## config.mk

```make
export PLATFORM = sky130hd
export DESIGN_NAME = ds_capture_buffer
export DESIGN_NICKNAME = d
export VERILOG_FILES = /design/src/rtl/ds_pkg.sv /design/src/rtl/ds_capture_mem.sv /design/src/rtl/ds_capture_buffer.sv
export SDC_FILE = /design/constraint.sdc
export NUM_CORES = 1
export LEC_CHECK = 0
export CAP_MARGIN = 10
export CORE_ASPECT_RATIO = 2
export CORE_MARGIN = 1.5
export CORE_UTILIZATION = 45
export DETAILED_ROUTE_END_ITERATION = 8
export PLACE_DENSITY = 0.68
export SETUP_SLACK_MARGIN = 0.02
export SLEW_MARGIN = 20
export SYNTH_ARGS = -nofsm -noshare
export SYNTH_HDL_FRONTEND = slang
export SYNTH_SLANG_ARGS = --single-unit
export TNS_END_PERCENT = 20
```

## constraint.sdc

```tcl
create_clock -name CLK -period 2.6 [get_ports CLK]
set_input_delay 0.39 -clock CLK [delete_from_list [all_inputs] [get_ports CLK]]
set_output_delay 0.39 -clock CLK [all_outputs]
set_load 0.005 [all_outputs]
```

## src/rtl/ds_pkg.sv

```systemverilog
// Shared constants and types for the data-synchronizer capture buffer.
package ds_pkg;

  localparam int unsigned DS_BUS_WIDTH  = 8;
  localparam int unsigned DS_DEPTH      = 4;
  localparam int unsigned DS_DROP_CNT_W = 8;

  // FIFO occupancy classification derived from the word count.
  typedef enum logic [1:0] {
    OccEmpty,
    OccPartial,
    OccFull
  } occ_e;

  function automatic occ_e occ_of(input int unsigned cnt, input int unsigned depth);
    if (cnt == 0) begin
      return OccEmpty;
    end else if (cnt >= depth) begin
      return OccFull;
    end else begin
      return OccPartial;
    end
  endfunction

endpackage

```

## src/rtl/ds_capture_mem.sv

```systemverilog
// Capture storage: DEPTH x BUS_WIDTH register array, synchronous write,
// asynchronous read. Contents are not reset; the buffer never exposes
// an entry it has not written.
module ds_capture_mem
  import ds_pkg::*;
#(
  parameter int unsigned BUS_WIDTH = DS_BUS_WIDTH,
  parameter int unsigned DEPTH     = DS_DEPTH,
  localparam int unsigned PtrW     = $clog2(DEPTH)
) (
  input  logic                 CLK,
  input  logic                 wr_en,
  input  logic [PtrW-1:0]      wr_addr,
  input  logic [BUS_WIDTH-1:0] wr_data,
  input  logic [PtrW-1:0]      rd_addr,
  output logic [BUS_WIDTH-1:0] rd_data
);

  logic [BUS_WIDTH-1:0] mem [DEPTH];

  // Write one entry per accepted capture.
  always_ff @(posedge CLK) begin
    if (wr_en) begin
      mem[wr_addr] <= wr_data;
    end
  end

  // Head word read straight from the array.
  always_comb begin
    rd_data = mem[rd_addr];
  end

endmodule

```

## src/rtl/ds_capture_buffer.sv

```systemverilog
// Destination-domain capture FIFO: samples unsync_bus on each enable_pulse,
// queues words and offers them through a valid/ready handshake. A push into
// a full FIFO without a same-cycle pop is dropped and flagged in the sticky
// overflow bit.
// Optional build macro DS_CAPTURE_DROP_CNT_EN adds a saturating drop_count
// output.
module ds_capture_buffer
  import ds_pkg::*;
#(
  parameter int unsigned BUS_WIDTH = DS_BUS_WIDTH,
  parameter int unsigned DEPTH     = DS_DEPTH,
  localparam int unsigned PtrW     = $clog2(DEPTH),
  localparam int unsigned CntW     = $clog2(DEPTH) + 1
) (
  input  logic                 CLK,
  input  logic                 RST,
  input  logic [BUS_WIDTH-1:0] unsync_bus,
  input  logic                 enable_pulse,
  input  logic                 out_ready,
  output logic [BUS_WIDTH-1:0] sync_bus,
  output logic                 out_valid,
  output logic [CntW-1:0]      fill_level,
  output logic                 overflow
`ifdef DS_CAPTURE_DROP_CNT_EN
  ,
  output logic [DS_DROP_CNT_W-1:0] drop_count
`endif
);

  logic [PtrW-1:0]      wr_ptr_q, wr_ptr_d;
  logic [PtrW-1:0]      rd_ptr_q, rd_ptr_d;
  logic [CntW-1:0]      count_q, count_d;
  logic                 overflow_q, overflow_d;
  logic [BUS_WIDTH-1:0] head_data;
  occ_e                 occ;
  logic                 push, pop, wr_en, drop;

  // Classify occupancy and decide which requests are honoured this cycle.
  always_comb begin
    occ   = occ_of(32'(count_q), DEPTH);
    push  = enable_pulse;
    pop   = out_valid && out_ready;
    // A full FIFO still accepts a push when the head is leaving this cycle.
    wr_en = push && ((occ != OccFull) || pop);
    drop  = push && (occ == OccFull) && !pop;
  end

  // Next-state for pointers, count and sticky overflow.
  always_comb begin
    wr_ptr_d   = wr_ptr_q;
    rd_ptr_d   = rd_ptr_q;
    count_d    = count_q;
    overflow_d = overflow_q || drop;
    if (wr_en) begin
      wr_ptr_d = wr_ptr_q + PtrW'(1);
    end
    if (pop) begin
      rd_ptr_d = rd_ptr_q + PtrW'(1);
    end
    unique case ({wr_en, pop})
      2'b10:   count_d = count_q + CntW'(1);
      2'b01:   count_d = count_q - CntW'(1);
      default: count_d = count_q;
    endcase
  end

  // State registers; reset discards all queued words at once.
  always_ff @(posedge CLK or posedge RST) begin
    if (RST) begin
      wr_ptr_q   <= '0;
      rd_ptr_q   <= '0;
      count_q    <= '0;
      overflow_q <= 1'b0;
    end else begin
      wr_ptr_q   <= wr_ptr_d;
      rd_ptr_q   <= rd_ptr_d;
      count_q    <= count_d;
      overflow_q <= overflow_d;
    end
  end

  ds_capture_mem #(
    .BUS_WIDTH (BUS_WIDTH),
    .DEPTH     (DEPTH)
  ) u_mem (
    .CLK     (CLK),
    .wr_en   (wr_en),
    .wr_addr (wr_ptr_q),
    .wr_data (unsync_bus),
    .rd_addr (rd_ptr_q),
    .rd_data (head_data)
  );

  // Outputs depend only on registered state; stale entries are masked.
  always_comb begin
    out_valid  = (count_q != '0);
    sync_bus   = out_valid ? head_data : '0;
    fill_level = count_q;
    overflow   = overflow_q;
  end

`ifdef DS_CAPTURE_DROP_CNT_EN
  logic [DS_DROP_CNT_W-1:0] drop_cnt_q, drop_cnt_d;

  // Saturating count of dropped pushes, updating alongside overflow.
  always_comb begin
    drop_cnt_d = drop_cnt_q;
    if (drop && (drop_cnt_q != '1)) begin
      drop_cnt_d = drop_cnt_q + DS_DROP_CNT_W'(1);
    end
  end

  // Drop counter register.
  always_ff @(posedge CLK or posedge RST) begin
    if (RST) begin
      drop_cnt_q <= '0;
    end else begin
      drop_cnt_q <= drop_cnt_d;
    end
  end

  // Expose the counter.
  always_comb begin
    drop_count = drop_cnt_q;
  end
`endif

endmodule

```

# --- Word level (Yosys, flattened, before mapping) ---
# Memories as Yosys holds them, arrays and structs flattened.
# Cells that the tools add are included.
classes:
  n_addsub: 4
  n_lt_le_gt_ge: 1
  n_eq_ne: 4
  n_mux: 6
  reduce_logical: 10
op_table:
  columns: ["op", "n"]
  rows:
  - ["$mux W8", 1]
  - ["$pmux W3 S2", 1]
  - ["$add A2 B1 Y2 const B", 2]
  - ["$eq A2 B2 Y1 const B", 2]
  - ["$logic_and A1 B1 Y1", 4]
  - ["$mux W2", 2]
  - ["$add A3 B1 Y3 const B", 1]
  - ["$ge A3 B3 Y1 const B", 1]
  - ["$logic_not A3 Y1", 1]
  - ["$reduce_bool A3 Y1", 1]
  - ["$sub A3 B1 Y3 const B", 1]
  - ["$eq A2 B1 Y1 const B", 1]
  - ["$logic_or A1 B1 Y1", 2]
  - ["$mux W1", 2]
  - ["$ne A2 B2 Y1 const B", 1]
  - ["$reduce_bool A2 Y1", 1]
  - ["$logic_not A1 Y1", 1]
totals:
  reg_bits: 8
  mem_bits_rw: 32
  input_bits: 12
  out_inout_bits: 13
  word_cells: 30
  memories: 1
memory_table:
  columns: ["memory", "depth", "word_bits", "rd", "rd_ports_with_merged_regs", "write_ports", "line_no", "text"]
  rows:
  - ["u_mem.mem", 4, 8, 1, 0, 1, "ds_capture_mem.sv:19", "logic [BUS_WIDTH-1:0] mem [DEPTH];"]

# --- Depth between registers and ports, before layout ---
# Gate-level depths: netlist of the first run.
depth:
  word_depth: 8
  depth_mapped: 9

# --- Modules after synthesis ---
# A second synthesis of the first run with hierarchy kept.
hier_totals:
  hier_cells: 87
  hier_area_um2: 1642.8
modules_own_cells:
  columns: ["mod", "instances", "cells_each", "area_per_inst_um2"]
  rows:
  - ["ds_capture_mem", 1, 46, 1188.6]
  - ["ds_capture_buffer", 1, 41, 454.2]

# --- Least setup slack after synthesis of the first run ---
# Ideal clock, no wire load.
synth_timing:
  kind: "input to register"
  start: "input port out_ready"
  end: "register count_q[2], in the netlist fill_level[2]"
  setup_time_ns: 0.079
  arrival_ns: 1.772
  setup_slack_ns: 0.749
  cell_stages: 9
  n_path_buf: 0
  path_cell_list: "nand2b_1 -> and2_1 -> inv_1 -> ha_1 -> inv_1 -> fa_1 -> xor2_1 -> nor2_1 -> xor2_1"
synth_between:
  elab_chain_len: 5
  elab_cells_between_ends: 7
synth_lines:
  columns: ["item", "line_no", "text"]
  rows:
  - ["start, declared", "ds_capture_buffer.sv:19", "input logic out_ready,"]
  - ["$logic_and A1 B1 Y1 (*)", "ds_capture_buffer.sv:42", "pop = out_valid && out_ready;"]
  - ["$logic_or A1 B1 Y1", "ds_capture_buffer.sv:44", "wr_en = push && ((occ != OccFull) || pop);"]
  - ["$logic_and A1 B1 Y1", "ds_capture_buffer.sv:44", null]
  - ["$eq A2 B1 Y1 / $eq A2 B2 Y1 (equally long branches)", "ds_capture_buffer.sv:60", "unique case ({wr_en, pop})"]
  - ["$pmux W3 S2 / $reduce_bool A2 Y1 (equally long branches)", null, null]
  - ["end signal, assigned", "ds_capture_buffer.sv:77", "count_q <= count_d;"]
  - ["end, declared", "ds_capture_buffer.sv:32", "logic [CntW-1:0] count_q, count_d;"]
# Mark *: on every way between the ends. The rest lies on a longest branch, timed or not.
# A chain may end at the register's enable or synchronous reset.

# --- Worst setup path in the final report of the first run ---
layout_timing:
  start: "register rd_ptr_q[0]"
  end: "output port sync_bus[1]"
layout_between:
  elab_chain_len: 2
layout_lines:
  columns: ["item", "line_no", "text"]
  rows:
  - ["start, declared", "ds_capture_buffer.sv:31", "logic [PtrW-1:0] rd_ptr_q, rd_ptr_d;"]
  - ["start signal, assigned", "ds_capture_buffer.sv:76", "rd_ptr_q <= rd_ptr_d;"]
  - ["$mem_v2 Z4 W8", null, null]
  - ["$mux W8", "ds_capture_buffer.sv:97", "sync_bus = out_valid ? head_data : '0;"]
  - ["end, declared", "ds_capture_buffer.sv:20", "output logic [BUS_WIDTH-1:0] sync_bus,"]
# No other way between the ends.

==> results.json, run 1 <==
{
  "status": "completed",
  "p_per_area_nw_per_um2": 1060,
  "htree_levels": 2,
  "nNetsFinal": 141,
  "cts_tree": "yes",
  "grt_first_pass_wirelength_um": 4380,
  "end_kind": "output pin",
  "crit_type": "flip-flop to output pin",
  "cp_data_arrival_time_ps": 2000,
  "finalHoldViolCount": 0,
  "grtUsageTotal": 0.162,
  "cts_root_buffer": "clkbuf_8",
  "fmax_mhz": 419,
  "io_pins": 25,
  "drive_above_1_share": 0.129,
  "startpoint": "rd_ptr_q[0]$_DFFE_PP0P_",
  "die-area_sq_um": 4100,
  "drcViolationCount": 0,
  "p_leak_nw": 0.751,
  "fin_tns_setup_ps": 0,
  "dp_cells": 165,
  "area_delta_synth_final_pct": 23.4,
  "antenna_found_initial": 0,
  "holdWs_ps": 361,
  "synth_area_per_cell_sq_um": 17.7,
  "ctsHoldBuffers": 0,
  "synth_seq_cells": 40,
  "cts_setup_buffers": 0,
  "wl_met3_um": 97,
  "start_util": 0.467,
  "final_util": 0.577,
  "drtIter0Drc": 19,
  "rows": 31,
  "met2WireLength_um": 1630,
  "die_w_um": 46.1,
  "hp-class": "input pin to asynchronous set/reset pin",
  "r2r-start": "fill_level[2]$_DFFE_PP0P_",
  "rsz0062_at_grt": "false",
  "vias": 864,
  "period_share": 0.919,
  "worst_slack_ps": 212,
  "antennaDiodeCount": 0,
  "fin_skew_ps": 3.88,
  "dp_slack_ps": 126,
  "synth_area_sq_um": 1670,
  "ant_nets": 0,
  "start_kind": "flip-flop",
  "ys_seq_area_frac": 0.696,
  "dr.pass1.iters": 3,
  "cts_buffer_depth": 2,
  "cts_resized": 0,
  "power_mw": 2.19,
  "slew_violations": 0,
  "final_area_sq_um": 2060,
  "routed_wl_um": 2770,
  "cts_sinks": 40,
  "fp.dieH_um": 89.1,
  "vdd_drop_max_mv": 0.597,
  "ys_types": 21,
  "routed.top_layer": "met4",
  "netlist_instances": 94,
  "min_period_ps": 2390,
  "worst_slew_pin_slew_ps": 442,
  "maxCapViolCount": 0,
  "placed_cell_area_sq_um": 1970,
  "portBuffers": 24,
  "grt_max_degree": 13,
  "clk_latency_ps": 280,
  "finalSetupViolCount": 0,
  "grt-ovfl-total": 0,
  "hpwlAfterDp_um": 2030,
  "cp_max_fo": 8,
  "instances_no_fill": 173,
  "cts_made_buffers": 5,
  "syn-num-nets": 112,
  "globalplace.congestion": 0.706,
  "yosys_warnings": 0,
  "wl_per_cell_um": 16.0,
  "grt_pass1_vias": 895,
  "drt-met1-wl_um": 982,
  "coreArea_sq_um": 3570,
  "required_ps": 2210,
  "drt-vias-per-instance": 4.99,
  "clk_pin_slew_worst_paths_ps": 70,
  "slew_headroom": 0.705
}
==> final timing paths <==
kind,end,slack (ps),depth (start not counted)
setup / recovery,sync_bus[1],210,4
hold / removal,rd_ptr_q[1]$_DFFE_PP0P_,360,2
setup reg to reg,fill_level[1]$_DFFE_PP0P_,370,6
hold reg to reg,overflow$_DFF_PP0_,490,1
max in group asynchronous,wr_ptr_q[0]$_DFFE_PP0P_,2000,2
min in group CLK,overflow$_DFF_PP0_,490,1
==> power by group <==
group | total [mW] | internal, mW | leakage [nW] | switching [mW]
sequential | 0.942 | 0.842 | 0.384 | 0.0999
clock | 0.409 | 0.212 | 0.0459 | 0.197
combinational | 0.836 | 0.516 | 0.322 | 0.319
==> layer usage <==
layer	global-route usage	up-vias
met5	0	-
met4	0.0779	0
met3	0.0465	5
met2	0.277	20
met1	0.175	439
li1	-	400
==> layout make-up <==
| type | count | area, sq um |
|---|---|---|
| clock buffer | 7 | 86.3 |
| clock inverter | 1 | 3.75 |
| fill | 300 | 1510 |
| inverter | 8 | 30.0 |
| multi-input combinational | 43 | 455 |
| sequential | 40 | 1160 |
| tap | 49 | 61.3 |
| timing repair buffer | 25 | 260 |
==> logic make-up after synthesis <==
family,count (synthesis),share of synthesized area
compound gates,3,0.0105
mux,8,0.108
flops,40,0.696
buf+inv,11,0.0308
simple gates,20,0.0735
fa+ha+maj,6,0.0495
xor+xnor,6,0.0315
==> worst max-delay path, stage by stage (launching register included) <==
cell and delay, ps:
dfrtp_1 450, buf_12 170, mux4_2 490, and2_1 170
clkdlybuf4s50_1 440
==> cell usage in the layout (no fill, tap or decap), drive strengths merged, types with 2 or more instances in the layout <==
cell,synthesis,layout
o21ai,2,2
edfxtp,32,32
xnor2,3,3
and2,10,10
clkbuf,1,7
clkdlybuf4s50,0,24
ha,5,5
inv,8,8
nand3,2,2
mux4,8,8
and3,4,4
dfrtp,8,8
xor2,3,3
==> sequential cells by signal (all words and copies together), names as in the netlist <==
signal      cells
wr_ptr_q        2
rd_ptr_q        2
u_mem.mem      32
fill_level      3
overflow        1
==> Yosys cell counts <==
cell type	n	area (sq um)
nand2_1	1	3.75
nor2_1	1	3.75
or3_1	1	6.26
edfxtp_1	32	961
ha_1	5	62.6
nand3_2	1	10.0
inv_1	8	30.0
and3_1	4	25.0
xnor2_1	3	26.3
buf_6	1	11.3
nand3_1	1	5.00
clkbuf_2	1	5.00
mux4_2	8	180
dfrtp_1	8	200
and2_1	10	62.6
nand2b_1	1	6.26
buf_2	1	5.00
o21ai_0	2	10.0
xor2_1	3	26.3
o21bai_1	1	7.51
fa_1	1	20.0
No activity file was read; power rests on OpenSTA's default activity.
==> run 2, diff against run 1 <==
Settings changed: SLEW_MARGIN 20 to 0.
Clock period 2.6 ns to 2.5 ns, I/O delays scaled along.
==> run 2 against run 1 <==
Cell area rose by 0.24%; clock power decreased by 5.9%; first-iteration DRC count down 16%; critical path depth stayed put; core utilization rose by 0.14 points; global-route usage shrank 1.1 points; sequential power increased by 4.1%; cell count rose by 1.2%; clock skew down 0.91 ps.
==> results.json, run 2 (same netlist as run 1, synthesis figures left out) <==
{
  "dr.pass1.iters": 4,
  "cts_sinks": 40,
  "r2r-start": "fill_level[2]$_DFFE_PP0P_",
  "grt_first_pass_wirelength_um": 4040,
  "drt-vias-per-instance": 5.01,
  "antennaDiodeCount": 0,
  "start_kind": "flip-flop",
  "finalSetupViolCount": 0,
  "r2r-end": "fill_level[2]$_DFFE_PP0P_",
  "rows": 31,
  "required_ps": 2120,
  "io_pins": 25,
  "worst_slack_ps": 147,
  "area_delta_synth_final_pct": 23.7,
  "cp_data_arrival_time_ps": 1980,
  "cts_buffer_depth": 2,
  "placed_cell_area_sq_um": 1980,
  "instances_no_fill": 175,
  "slew_violations": 0,
  "regMostFlops": "u_mem.mem",
  "clk_latency_ps": 280,
  "multiInputGateArea_sq_um": 455,
  "ant_nets": 0,
  "coreArea_sq_um": 3570,
  "clk_pin_slew_worst_paths_ps": 70,
  "die-area_sq_um": 4100,
  "cp_max_fo": 8,
  "largest_reg_flops": 32,
  "grt_pass1_vias": 877,
  "fill_cells": 319,
  "fmax_mhz": 425,
  "slew_headroom": 0.693,
  "dp_cells": 167,
  "hpwlAfterDp_um": 1990,
  "start_util": 0.467,
  "ctsHoldBuffers": 0,
  "cts_root_buffer": "clkbuf_8",
  "r2r_cells": 8,
  "p_leak_nw": 0.754,
  "antenna_found_initial": 0,
  "grtUsageTotal": 0.151,
  "maxCapViolCount": 0,
  "htree_levels": 2,
  "globalplace.congestion": 0.712,
  "fin_tns_setup_ps": 0,
  "p_per_area_nw_per_um2": 1090,
  "fin_skew_ps": 2.97,
  "seqCellArea_sq_um": 1160,
  "cts_resized": 0,
  "grt_max_degree": 12,
  "grt-ovfl-total": 0,
  "cts_setup_buffers": 0,
  "final_cell_mix": "edfxtp_1 (32), clkdlybuf4s50_1 (24), and2_1 (10)",
  "routed_wl_um": 2680,
  "hp-class": "input pin to asynchronous set/reset pin",
  "rsz0062_at_grt": "false",
  "cts_made_buffers": 5,
  "final_common_cell": "edfxtp_1",
  "end_kind": "output pin",
  "final_area_sq_um": 2060,
  "min_period_ps": 2350,
  "power_mw": 2.24,
  "period_share": 0.941,
  "nNetsFinal": 143,
  "fp.dieH_um": 89.1,
  "drive_above_1_share": 0.135,
  "cp_slowest_stage_delay_ps": 490,
  "crit_type": "flip-flop to output pin",
  "worst_slew_pin_slew_ps": 460,
  "drcViolationCount": 0,
  "cts_tree": "yes",
  "die_w_um": 46.1,
  "vias": 876,
  "vdd_drop_max_mv": 0.606,
  "cp_slowest_cell": "mux4_2",
  "finalHoldViolCount": 0,
  "drtIter0Drc": 16,
  "portBuffers": 24,
  "r2r_slack_ps": 560,
  "crit_chain": "buf_12 > mux4_2 > and2_1 > clkdlybuf4s50_1",
  "dp_slack_ps": 145,
  "wl_per_cell_um": 15.3,
  "status": "completed"
}
-- run 2: cell count changes in the layout (fill, tap and decap cells not counted), sizes merged --
cell | before | now
buf | 1 | 3
-- run 2: worst max path at each step --
stage | startpoint | to
global placement | out_ready | fill_level[2]$_DFFE_PP0P_
global route | rd_ptr_q[0]$_DFFE_PP0P_ | sync_bus[2]
detailed placement | out_ready | fill_level[2]$_DFFE_PP0P_
finish | rd_ptr_q[0]$_DFFE_PP0P_ | sync_bus[6]
CTS | rd_ptr_q[0]$_DFFE_PP0P_ | sync_bus[6]
floorplan | fill_level[2]$_DFFE_PP0P_ | fill_level[2]$_DFFE_PP0P_
-- run 2: through the flow --
stage | hold slack [ps] | util
final | 348 | 0.578
after CTS | 350 | 0.578
after global placement | 468 | 0.556
after global routing | 393 | 0.578
after floorplan | 191 | -
after detailed placement | 495 | 0.556
-- run 2: where the power goes --
part           leakage (nW)  switching, mW  total, mW  internal (mW)
Combinational         0.330          0.327      0.877          0.549
Sequential            0.384          0.105      0.981          0.877
Clock                0.0399          0.191      0.385          0.194
-- run 2: cell type report --
class / count / area share
Timing Repair Buffer: 27 / 0.133
Sequential cell: 40 / 0.563
Multi-Input combinational cell: 43 / 0.221
Clock inverter: 1 / 0.00182
Inverter: 8 / 0.0146
Tap cell: 49 / 0.0297
Clock buffer: 7 / 0.0370
-- run 2: routing by layer --
layer  track usage  part of all wire  up-vias
met5             0                 0        -
met4        0.0857             0.024        0
met3        0.0444             0.041        6
met2         0.269              0.59       20
met1         0.143              0.34      447
li1              -                 -      403
-- run 2: critical path: cells and delay by family, from the launching register on --
kind | cells | cell delay, ps
flops | 1 | 440
buf+inv | 2 | 610
mux | 1 | 490
simple gates | 1 | 170
==> run 3, diff against run 2 <==
Settings changed: CTS_CLUSTER_SIZE set to 30, HOLD_SLACK_MARGIN set to 0.08.
==> results of run 3 <==
Final layout, timing and power as in run 2 (identical DEF).
